$ cat src/rtl/fan_pkg.sv
// Shared fan-control state encoding, default constants and the duty clamp helper.
// Declarations only: no latency and no flow control live here.
package fan_pkg;

    localparam int STATE_W = 2;

    typedef enum logic [STATE_W-1:0] {
        KICK  = 2'd0,
        RUN   = 2'd1,
        STALL = 2'd2
    } fan_state_e;

    localparam int PERIOD_DEF       = 10000;
    localparam int CW_DEF           = 14;
    localparam int RAMP_STEP_DEF    = 100;
    localparam int KICK_PERIODS_DEF = 8;
    localparam int TACH_TIMEOUT_DEF = 4;
    localparam int T_LOW_DEF        = 40;
    localparam int T_MID_DEF        = 55;
    localparam int T_HIGH_DEF       = 70;
    localparam int DUTY_LOW_DEF     = 4000;
    localparam int DUTY_MID_DEF     = 6000;
    localparam int DUTY_HIGH_DEF    = 8000;

    // A duty above the period would just mean "always on", so saturate it there.
    function automatic logic [31:0] clamp_duty(input logic [31:0] duty,
                                               input logic [31:0] period);
        return (duty > period) ? period : duty;
    endfunction

endpackage

$ cat src/rtl/fan_speed_sched_if.sv
// Temperature sample handshake from the sensor reader into the fan scheduler.
// The scheduler side always accepts, so the reader never sees backpressure.
interface fan_speed_sched_if;
    logic       temp_valid_i;
    logic [7:0] temp_i;
    logic       temp_ready_o;

    modport master (output temp_valid_i, output temp_i, input temp_ready_o);
    modport slave  (input temp_valid_i, input temp_i, output temp_ready_o);
endinterface

$ cat src/rtl/fan_pwm_gen.sv
// PWM period counter with boundary strobe; duty is latched only at the boundary.
// Output is one cycle behind the counter compare; no handshake, free running.
module fan_pwm_gen #(
    parameter int PERIOD = fan_pkg::PERIOD_DEF,
    parameter int CW     = fan_pkg::CW_DEF
) (
    input  logic          clk,
    input  logic          reset,
    input  logic [CW-1:0] duty_next,
    output logic          boundary,
    output logic [CW-1:0] duty,
    output logic          fan_ctl
);

    localparam logic [CW-1:0] LAST = CW'(PERIOD - 1);
    localparam logic [CW-1:0] FULL = CW'(PERIOD);

    logic [CW-1:0] cnt_q;

    assign boundary = (cnt_q == LAST);

    always_ff @(posedge clk) begin
        if (reset) begin
            cnt_q   <= '0;
            duty    <= FULL;
            fan_ctl <= 1'b1;
        end else begin
            cnt_q   <= boundary ? '0 : cnt_q + CW'(1);
            if (boundary) begin
                duty <= duty_next;
            end
            fan_ctl <= (cnt_q < duty);
        end
    end

endmodule

$ cat src/rtl/fan_speed_sched.sv
// Closed-loop fan scheduler: temp->target map, slewed duty, kick-start and tach stall watch.
// Duty moves only at PWM boundaries; temp samples always accepted. FAN_OVERRIDE_EN adds a duty override.
module fan_speed_sched
    import fan_pkg::*;
#(
    parameter int PERIOD       = PERIOD_DEF,
    parameter int CW           = CW_DEF,
    parameter int RAMP_STEP    = RAMP_STEP_DEF,
    parameter int KICK_PERIODS = KICK_PERIODS_DEF,
    parameter int TACH_TIMEOUT = TACH_TIMEOUT_DEF,
    parameter int T_LOW        = T_LOW_DEF,
    parameter int T_MID        = T_MID_DEF,
    parameter int T_HIGH       = T_HIGH_DEF,
    parameter int DUTY_LOW     = DUTY_LOW_DEF,
    parameter int DUTY_MID     = DUTY_MID_DEF,
    parameter int DUTY_HIGH    = DUTY_HIGH_DEF
) (
    input  logic                clk,
    input  logic                reset,
    fan_speed_sched_if.slave    temp_if,
    input  logic                tach_i,
    input  logic                stall_clr_i,
`ifdef FAN_OVERRIDE_EN
    input  logic                ovr_en_i,
    input  logic [CW-1:0]       ovr_duty_i,
`endif
    output logic                fan_ctl_o,
    output logic [CW-1:0]       duty_o,
    output logic                stall_o,
    output logic [STATE_W-1:0]  state_o
);

    localparam int KW = $clog2(KICK_PERIODS + 1);
    localparam int MW = $clog2(TACH_TIMEOUT + 1);

    localparam logic [CW-1:0] FULL   = CW'(PERIOD);
    localparam logic [CW-1:0] STEP_C = CW'(RAMP_STEP);
    localparam logic [CW:0]   STEP_W = (CW+1)'(RAMP_STEP);
    localparam logic [7:0]    TL     = 8'(T_LOW);
    localparam logic [7:0]    TM     = 8'(T_MID);
    localparam logic [7:0]    TH     = 8'(T_HIGH);

    fan_state_e     state_q;
    logic [KW-1:0]  kick_q;
    logic [MW-1:0]  miss_q;
    logic           seen_q;
    logic           stall_q;
    logic [CW-1:0]  cur_q;
    logic [CW-1:0]  target_q;
    logic           tach_s1, tach_s2, tach_prev;

    logic           boundary;
    logic           tach_edge, seen_eff, stall_hit;
    logic           temp_accept;
    logic [CW-1:0]  temp_duty, slew_duty, duty_next;
    logic [CW:0]    up_w, tgt_hi_w;

    assign temp_if.temp_ready_o = 1'b1;
    assign temp_accept          = temp_if.temp_valid_i & temp_if.temp_ready_o;

    always_comb begin
        temp_duty = FULL;
        if (temp_if.temp_i < TL) begin
            temp_duty = CW'(DUTY_LOW);
        end else if (temp_if.temp_i < TM) begin
            temp_duty = CW'(DUTY_MID);
        end else if (temp_if.temp_i < TH) begin
            temp_duty = CW'(DUTY_HIGH);
        end
    end

`ifdef FAN_OVERRIDE_EN
    logic ovr_q;

    always_ff @(posedge clk) begin
        if (reset) begin
            target_q <= FULL;
            ovr_q    <= 1'b0;
        end else begin
            ovr_q <= ovr_en_i;
            if (ovr_en_i) begin
                target_q <= CW'(clamp_duty(32'(ovr_duty_i), 32'(PERIOD)));
            end else if (temp_accept) begin
                target_q <= temp_duty;
            end else if (ovr_q) begin
                target_q <= FULL;
            end
        end
    end
`else
    always_ff @(posedge clk) begin
        if (reset) begin
            target_q <= FULL;
        end else if (temp_accept) begin
            target_q <= temp_duty;
        end
    end
`endif

    // Sums carry an extra bit so cur+step and target+step never wrap.
    always_comb begin
        up_w      = {1'b0, cur_q} + STEP_W;
        tgt_hi_w  = {1'b0, target_q} + STEP_W;
        slew_duty = cur_q;
        if (cur_q < target_q) begin
            slew_duty = (up_w > {1'b0, target_q}) ? target_q : up_w[CW-1:0];
        end else if (cur_q > target_q) begin
            slew_duty = ({1'b0, cur_q} > tgt_hi_w) ? cur_q - STEP_C : target_q;
        end
    end

    always_ff @(posedge clk) begin
        if (reset) begin
            tach_s1   <= 1'b0;
            tach_s2   <= 1'b0;
            tach_prev <= 1'b0;
        end else begin
            tach_s1   <= tach_i;
            tach_s2   <= tach_s1;
            tach_prev <= tach_s2;
        end
    end

    // An edge landing on the boundary cycle still belongs to the ending period.
    assign tach_edge = tach_s2 & ~tach_prev;
    assign seen_eff  = seen_q | tach_edge;
    assign stall_hit = (state_q == RUN) && boundary && !seen_eff &&
                       (miss_q + MW'(1) == MW'(TACH_TIMEOUT));
    assign duty_next = ((state_q == RUN) && !stall_hit) ? slew_duty : FULL;

    always_ff @(posedge clk) begin
        if (reset) begin
            state_q <= KICK;
            kick_q  <= '0;
            miss_q  <= '0;
            seen_q  <= 1'b0;
            stall_q <= 1'b0;
            cur_q   <= FULL;
        end else begin
            case (state_q)
                KICK: begin
                    seen_q <= 1'b0;
                    if (boundary) begin
                        if (kick_q == KW'(KICK_PERIODS - 1)) begin
                            state_q <= RUN;
                            kick_q  <= '0;
                            miss_q  <= '0;
                            cur_q   <= FULL;
                        end else begin
                            kick_q <= kick_q + KW'(1);
                        end
                    end
                end
                RUN: begin
                    if (boundary) begin
                        seen_q <= 1'b0;
                        if (stall_hit) begin
                            state_q <= STALL;
                            stall_q <= 1'b1;
                            miss_q  <= '0;
                            cur_q   <= FULL;
                        end else begin
                            miss_q <= seen_eff ? '0 : miss_q + MW'(1);
                            cur_q  <= slew_duty;
                        end
                    end else if (tach_edge) begin
                        seen_q <= 1'b1;
                    end
                end
                STALL: begin
                    seen_q <= 1'b0;
                    if (stall_clr_i) begin
                        stall_q <= 1'b0;
                        state_q <= KICK;
                        kick_q  <= '0;
                    end
                end
                default: state_q <= KICK;
            endcase
        end
    end

    assign stall_o = stall_q;
    assign state_o = state_q;

    fan_pwm_gen #(
        .PERIOD (PERIOD),
        .CW     (CW)
    ) u_pwm (
        .clk       (clk),
        .reset     (reset),
        .duty_next (duty_next),
        .boundary  (boundary),
        .duty      (duty_o),
        .fan_ctl   (fan_ctl_o)
    );

endmodule

$ cat src/flat_wrapper.sv
// flat-port wrapper written by rule: the top's interface ports become plain ports
module fan_speed_sched_flat import fan_pkg::*;
#(
    parameter int PERIOD       = PERIOD_DEF,
    parameter int CW           = CW_DEF,
    parameter int RAMP_STEP    = RAMP_STEP_DEF,
    parameter int KICK_PERIODS = KICK_PERIODS_DEF,
    parameter int TACH_TIMEOUT = TACH_TIMEOUT_DEF,
    parameter int T_LOW        = T_LOW_DEF,
    parameter int T_MID        = T_MID_DEF,
    parameter int T_HIGH       = T_HIGH_DEF,
    parameter int DUTY_LOW     = DUTY_LOW_DEF,
    parameter int DUTY_MID     = DUTY_MID_DEF,
    parameter int DUTY_HIGH    = DUTY_HIGH_DEF
)
  (clk, reset, tach_i, stall_clr_i, fan_ctl_o, duty_o, stall_o, state_o, temp_if_temp_valid_i, temp_if_temp_i, temp_if_temp_ready_o);
  fan_speed_sched_if temp_if_i ();
  input  logic clk;
  input  logic reset;
  input  logic tach_i;
  input  logic stall_clr_i;
  output logic fan_ctl_o;
  output logic [CW-1:0] duty_o;
  output logic stall_o;
  output logic [STATE_W-1:0] state_o;
  input wire logic [$bits(temp_if_i.temp_valid_i)-1:0] temp_if_temp_valid_i;
  input wire logic [$bits(temp_if_i.temp_i)-1:0] temp_if_temp_i;
  output wire logic [$bits(temp_if_i.temp_ready_o)-1:0] temp_if_temp_ready_o;
  assign temp_if_i.temp_valid_i = temp_if_temp_valid_i;
  assign temp_if_i.temp_i = temp_if_temp_i;
  assign temp_if_temp_ready_o = temp_if_i.temp_ready_o;
  fan_speed_sched #(.PERIOD(PERIOD), .CW(CW), .RAMP_STEP(RAMP_STEP), .KICK_PERIODS(KICK_PERIODS), .TACH_TIMEOUT(TACH_TIMEOUT), .T_LOW(T_LOW), .T_MID(T_MID), .T_HIGH(T_HIGH), .DUTY_LOW(DUTY_LOW), .DUTY_MID(DUTY_MID), .DUTY_HIGH(DUTY_HIGH)) u_core (.clk(clk), .reset(reset), .temp_if(temp_if_i), .tach_i(tach_i), .stall_clr_i(stall_clr_i), .fan_ctl_o(fan_ctl_o), .duty_o(duty_o), .stall_o(stall_o), .state_o(state_o));
endmodule
$ cat config.mk
export PLATFORM = sky130hd
export DESIGN_NAME = fan_speed_sched_flat
export DESIGN_NICKNAME = d
export VERILOG_FILES = /design/src/rtl/fan_pkg.sv /design/src/rtl/fan_speed_sched_if.sv /design/src/rtl/fan_pwm_gen.sv /design/src/rtl/fan_speed_sched.sv /design/src/flat_wrapper.sv
export SDC_FILE = /design/constraint.sdc
export NUM_CORES = 1
export LEC_CHECK = 0
export BUFFER_PORTS_ARGS = -buffer_cell sky130_fd_sc_hd__buf_2
export CORE_ASPECT_RATIO = 0.7
export CORE_MARGIN = 2
export CORE_UTILIZATION = 35
export CTS_CLUSTER_SIZE = 28
export DETAILED_ROUTE_END_ITERATION = 6
export GPL_TIMING_DRIVEN = 0
export PLACE_DENSITY_LB_ADDON = 0.2
export RECOVER_POWER = 50
export SYNTH_ARGS = -nofsm -noshare
export SYNTH_HDL_FRONTEND = slang
export SYNTH_HIERARCHICAL = 1
export SYNTH_SLANG_ARGS = --single-unit
$ cat constraint.sdc
create_clock -name clk -period 6.3 [get_ports clk]
set_input_delay 0.63 -clock clk [delete_from_list [all_inputs] [get_ports clk]]
set_output_delay 0.63 -clock clk [all_outputs]
set_load 0.01 [all_outputs]
# [Word level (Yosys, flattened, before mapping)]
# Cells that the tools add are included.
# Widths: inputs -> output; s select.
[op_classes] add_sub_neg=6 order_cmp=8 eq_ne=11 muxes=36 n_bitwise=3 n_reduce_logical=18
[ops] operator="$mux 14" count=12
[ops] operator="$add 14x7->15 const B" count=2
[ops] operator="$lt 14x14->1" count=2
[ops] operator="$pmux 14 s2" count=1
[ops] operator="$lt 8x6->1 const B" count=2
[ops] operator="$gt 14x15->1" count=1
[ops] operator="$gt 15x14->1" count=1
[ops] operator="$mux 3" count=5
[ops] operator="$add 14x1->14 const B" count=1
[ops] operator="$eq 14x14->1 const B" count=1
[ops] operator="$gt 14x14->1" count=1
[ops] operator="$sub 14x7->14 const B" count=1
[ops] operator="$mux 4" count=3
[ops] operator="$mux 2" count=5
[ops] operator="$lt 8x7->1 const B" count=1
[ops] operator="$ne 2x1->1 const B" count=4
[ops] operator="$pmux 4 s2" count=1
[ops] operator="$reduce_and 4->1" count=2
[ops] operator="$reduce_bool 2->1" count=4
[ops] operator="$pmux 2 s3" count=1
[ops] operator="$pmux 3 s2" count=1
[ops] operator="$mux 1" count=5
[ops] operator="$reduce_and 5->1" count=1
[ops] operator="$add 4x1->4 const B" count=1
[ops] operator="17 further kinds" count=23
[totals] ff_bits=71 inputBits=13 wordCells=95

# [Longest topological paths before layout]
[logic_depth] word_depth=9 mapped_depth=17

# [Hierarchy]
# The synthesis kept the hierarchy.
[modules_own_cells] module="fan_speed_sched" n_inst=1 cells_per_inst=421 area_each_um2=3198.1
[modules_own_cells] module="fan_pwm_gen" n_inst=1 cells_per_inst=162 area_each_um2=1465.2

# [Least setup slack after synthesis]
# Ideal clock, no wire load.
[synth_timing] path_type="register to register" from="register u_core.target_q[12]" to="register u_core.u_pwm.duty[12]" setup_time_ns=0.128 t_arrival_ns=3.261 setup_slack_ns=2.911 stages_incl_launch_ff=18 synth_period_minus_slack_ns=3.389 path_cell_list="dfxtp_1 inv_1 ha_1 inv_1 ha_1 nand3_1 xnor2_1 ha_1 nand3_1 or2_1 o31ai_1 o21a_1 buf_2 nor3_1 a2111oi_0 nor3_1 mux2i_1 nor2_1"
[synth_via] elab_chain_cells=6
[synth_rtl] item="start, declared" line_no="fan_speed_sched.sv:49" text="logic [CW-1:0] target_q;"
[synth_rtl] item="start signal, assigned" line_no="fan_speed_sched.sv:95" text="target_q <= temp_duty;"
[synth_rtl] item="$add 14x7->15" line_no="fan_speed_sched.sv:103" text="tgt_hi_w = {1'b0, target_q} + STEP_W;"
[synth_rtl] item="$gt 14x15->1" line_no="fan_speed_sched.sv:108" text="slew_duty = ({1'b0, cur_q} > tgt_hi_w) ? cur_q - STEP_C : target_q;"
[synth_rtl] item="$mux 14" line_no="fan_speed_sched.sv:108"
[synth_rtl] item="$mux 14" line_no="fan_speed_sched.sv:107" text="end else if (cur_q > target_q) begin"
[synth_rtl] item="$mux 14 *" line_no="fan_speed_sched.sv:105" text="if (cur_q < target_q) begin"
[synth_rtl] item="$mux 14 *" line_no="fan_speed_sched.sv:129" text="assign duty_next = ((state_q == RUN) && !stall_hit) ? slew_duty : FULL;"
[synth_rtl] item="via u_core.duty_next[12]" line_no="fan_speed_sched.sv:55" text="logic [CW-1:0] temp_duty, slew_duty, duty_next;"
[synth_rtl] item="end signal, assigned" line_no="fan_pwm_gen.sv:30" text="duty <= duty_next;"
[synth_rtl] item="end, declared" line_no="fan_pwm_gen.sv:11" text="output logic [CW-1:0] duty,"
# Mark *: on every way through the listed nets, which the timed path passes. The rest lies on a longest branch.
# A chain may end at the register's enable or synchronous reset.

# [Worst setup path after layout]
# Ends and elaborated chain as after synthesis.

==> qor.tcl <==
set qor(yosys.area_share.adder) 0.129
set qor(post_layout_nonfiller_instances) 795
set qor(report.final.hold_viol_count) 0
set qor(crit_path_top_delay_cell) {a2111oi_0}
set qor(reg2regPathDepth) 17
set qor(worst-r2r-setup-slack_ns) 1.90
set qor(final_cell_mix) {63 x dfxtp_1, 57 x nor2_1, 48 x ha_1}
set qor(total_gr_overflow) 0
set qor(startpoint_type) {register}
set qor(max_slew_margin) 0.380
set qor(vdd.ir_drop.worst_mv) 0.145
set qor(grt_first_pass_wirelength_um) 22600
set qor(synth_async_sr_flop_share) 0
set qor(count_of_mapped_cells_out_of_synthesis) 583
set qor(synth_fp_nets) 644
set qor(port-buffer-count) 29
set qor(initial_core_utilization) 0.356
set qor(maxSlewViolCount) 0
set qor(achievable-frequency_mhz) 227
set qor(cts-resized-gates) 0
set qor(crit-reg2reg-launch) {u_core/target_q[12]}
set qor(leakage_power_nw) 2.11
set qor(initial_antenna_violation_count) 0
set qor(gpl.final_weighted_congestion) 1.03
set qor(worst_path_largest_cell_delay_ns) 0.74
set qor(timing.final.setup_violations) 0
set qor(cp-end-kind) {register}
set qor(outcome) {complete, no violations}
set qor(hold_end) {u_core/tach_s2}
set qor(vias_per_cell) 5.74
set qor(holdCritPathClass) {register to register}
set qor(power_density_nw_per_um2) 207
set qor(grt_start_max_net_pins) 15
set qor(cts_inserted_buffers) 9
set qor(num_antenna_cells) 0
set qor(final_common_cell) {dfxtp_1}
set qor(clock-root-buffer) {clkbuf_16}
set qor(list_of_cells_traversed_by_the_critical_path) {inv_1 -> ha_1 -> inv_1 -> ha_1 -> nand3_1 -> xnor2_1 -> ha_1 -> nand3_1 -> or2_1 -> o31ai_1 -> o21a_1 -> buf_2 -> nor3_1 -> a2111oi_0 -> nor3_1 -> mux2i_1 -> nor2_1}
set qor(seq_area_frac_synth) 0.270
set qor(inst_count_dp) 779
set qor(holdCritStartpoint) {u_core/tach_s1}
set qor(drv_cap) 0
set qor(post_synth_num_cell_types) 72
set qor(yosysWarnings) 6
set qor(first_global_vias) 4112
set qor(clkSlewWorstSetupHoldPaths_ns) 0.06
set qor(critPathRequiredTime_ns) 6.50
set qor(hpwl_um) 11100
set qor(core_sq_um) 13100
set qor(combinational_family_with_the_most_area_after_synthesis) {simple AND/OR/NAND/NOR gates}
set qor(ratio_of_cells_with_drive_above_1_in_the_final_layout) 0.0779
set qor(synthFlopType) {dfxtp_1}
set qor(io-pin-count) 32
set qor(post_route_skew_ns) 0.00594
set qor(drc_errors) 0
set qor(post_cts_buffers) 0
set qor(yosys.area_share.simple) 0.264
set qor(final.period_utilization) 0.698
set qor(post_drt_antenna_nets) 0
set qor(post_drt_wl_per_cell_um) 18.1
set qor(timing.hold.worst_path_depth) 1
set qor(yosys.area_share.xor_xnor) 0.0488
set qor(drt_wl_total_um) 14400
set qor(groute.usage.overall) 0.205
set qor(synth_edf_count) 0
set qor(critPathArrivalTime_ns) 4.60
set qor(total_nets_final) 685
set qor(floorplan.die_area_sq_um) 14300
set qor(cts.sink_count) 63
set qor(post_route_minimum_period_ns) 4.40
set qor(cts-hold-fix-buffers) 0
set qor(placementRows) 35
set qor(routed-via-count) 4560
set qor(grt_setup_unrepaired) {no}
set qor(die_span_in_y_um) 101
set qor(area_delta_synth_final_pct) 14.1
set qor(tritoncts) {done}
set qor(setup_tns_ns) 0
set qor(postSynthRegisterBits) 63
set qor(syn-cell-area_sq_um) 4660
set qor(drtPass1Iterations) 6
set qor(depth_of_the_cts_h_tree) 3
set qor(drt_first_iter_violations) 449
set qor(critical_path_class) {register to register}
set qor(crit_path_frequent_cell) {ha_1}
set qor(clock_path_buffers) 2
set qor(insertion_delay_ns) 0.33
set qor(worst-slew-pin-transition_ns) 0.922
set qor(post_synthesis_compound_gate_area_fraction) 0.201
set qor(synth_area_per_cell_sq_um) 8.00
set qor(die_boundary_width_um) 142
set qor(r2r_end) {u_core/u_pwm/duty[12]}
set qor(post_synth_mux_area_share) 0.0258
set qor(critical_path.max_fanout) 9
[logic make-up after synthesis]
kind of cell    Yosys count
mux                      12
xor+xnor                 26
simple gates            238
buf+inv                  64
fa+ha+maj                48
flops                    63
other cells               1
compound gates          131
[critical path: cells and delay by family, from the launching register on]
family                     cells  cell delay, ns
buffers and inverters          3            0.60
adders and majority gates      3            0.78
DFF                            1            0.50
xor gates and xnor gates       1            0.16
muxes                          1            0.16
and+or+nand+nor                6            0.76
AOI/OAI and AO/OA              3            1.29
[metrics by stage]
step / util / total power (W) / area (sq um) / worst slack [ns] / hold WS [ns]
after floorplan: - / 0.000505 / 4660 / 2.91 / 0.414
after detailed placement: 0.383 / 0.000546 / 5020 / 2.01 / 0.425
final: 0.406 / 0.00110 / 5320 / 1.90 / 0.441
after CTS: 0.410 / 0.00111 / 5360 / 2.00 / 0.439
after global placement: 0.383 / 0.000545 / 5020 / 2.09 / 0.425
after global routing: 0.406 / 0.00114 / 5320 / 1.55 / 0.461
[metal layers]
layer | track usage | vias to the layer above | wire [um]
li1 | - | 2207 | -
met3 | 0.0489 | 15 | 1270
met4 | 0.0508 | 0 | 183
met5 | 0 | - | 0
met2 | 0.271 | 192 | 5360
met1 | 0.323 | 2146 | 7530
[power breakdown]
| group | internal [W] | switching (W) |
|---|---|---|
| clock | 0.000379 | 0.000181 |
| combinational | 0.0000430 | 0.0000906 |
| sequential | 0.000403 | 0.00000625 |
| total | 0.000825 | 0.000278 |
[worst max path at each step]
stage	start	to	slack [ns]
5_1_grt	u_core/target_q[12]	u_core/u_pwm/duty[12]	1.55
3_5_place_dp	u_core/target_q[12]	u_core/u_pwm/duty[12]	2.01
4_1_cts	u_core/target_q[12]	u_core/u_pwm/duty[12]	2.00
6_report	u_core/target_q[12]	u_core/u_pwm/duty[12]	1.90
2_1_floorplan	u_core/target_q[12]	u_core/u_pwm/duty[12]	2.91
3_3_place_gp	u_core/target_q[12]	u_core/u_pwm/duty[12]	2.09
[registers in the layout, indices dropped and copies added, names as in the netlist]
signal                flops
u_core/tach_s1            1
u_core/u_pwm/cnt_q       14
u_core/state_o            2
u_core/u_pwm/duty        14
u_core/u_pwm/fan_ctl      1
u_core/target_q           6
u_core/miss_q             3
u_core/tach_prev          1
u_core/stall_o            1
u_core/kick_q             4
u_core/tach_s2            1
u_core/cur_q             14
u_core/seen_q             1
[layout make-up]
class | count | area [sq um]
multi-input combinational | 456 | 3110
fill | 1351 | 7770
clock buffer | 12 | 267
inverter | 33 | 124
sequential | 63 | 1260
buffer | 31 | 153
tap | 166 | 208
clock inverter | 4 | 76.3
timing repair buffer | 30 | 126
[cell usage after synthesis, types with 5 or more instances]
master,count,area [sq um]
nor3_1,26,130
nor2b_1,9,56.3
xnor2_1,14,123
nand3_1,31,155
nand2_1,47,176
and2_1,5,31.3
mux2i_1,12,120
inv_1,33,124
or3_1,9,56.3
nand2b_1,7,43.8
nand4_1,14,87.6
a31oi_1,7,43.8
xor2_1,12,105
o21ai_0,19,95.1
o31ai_1,6,45.0
a21o_1,7,52.6
nor2_1,57,214
ha_1,48,601
a21oi_1,33,165
buf_2,5,25.0
clkbuf_1,20,75.1
o211ai_1,11,82.6
dfxtp_1,63,1260
a211o_1,6,52.6
Note: power is estimated with default switching activity, not from simulation.
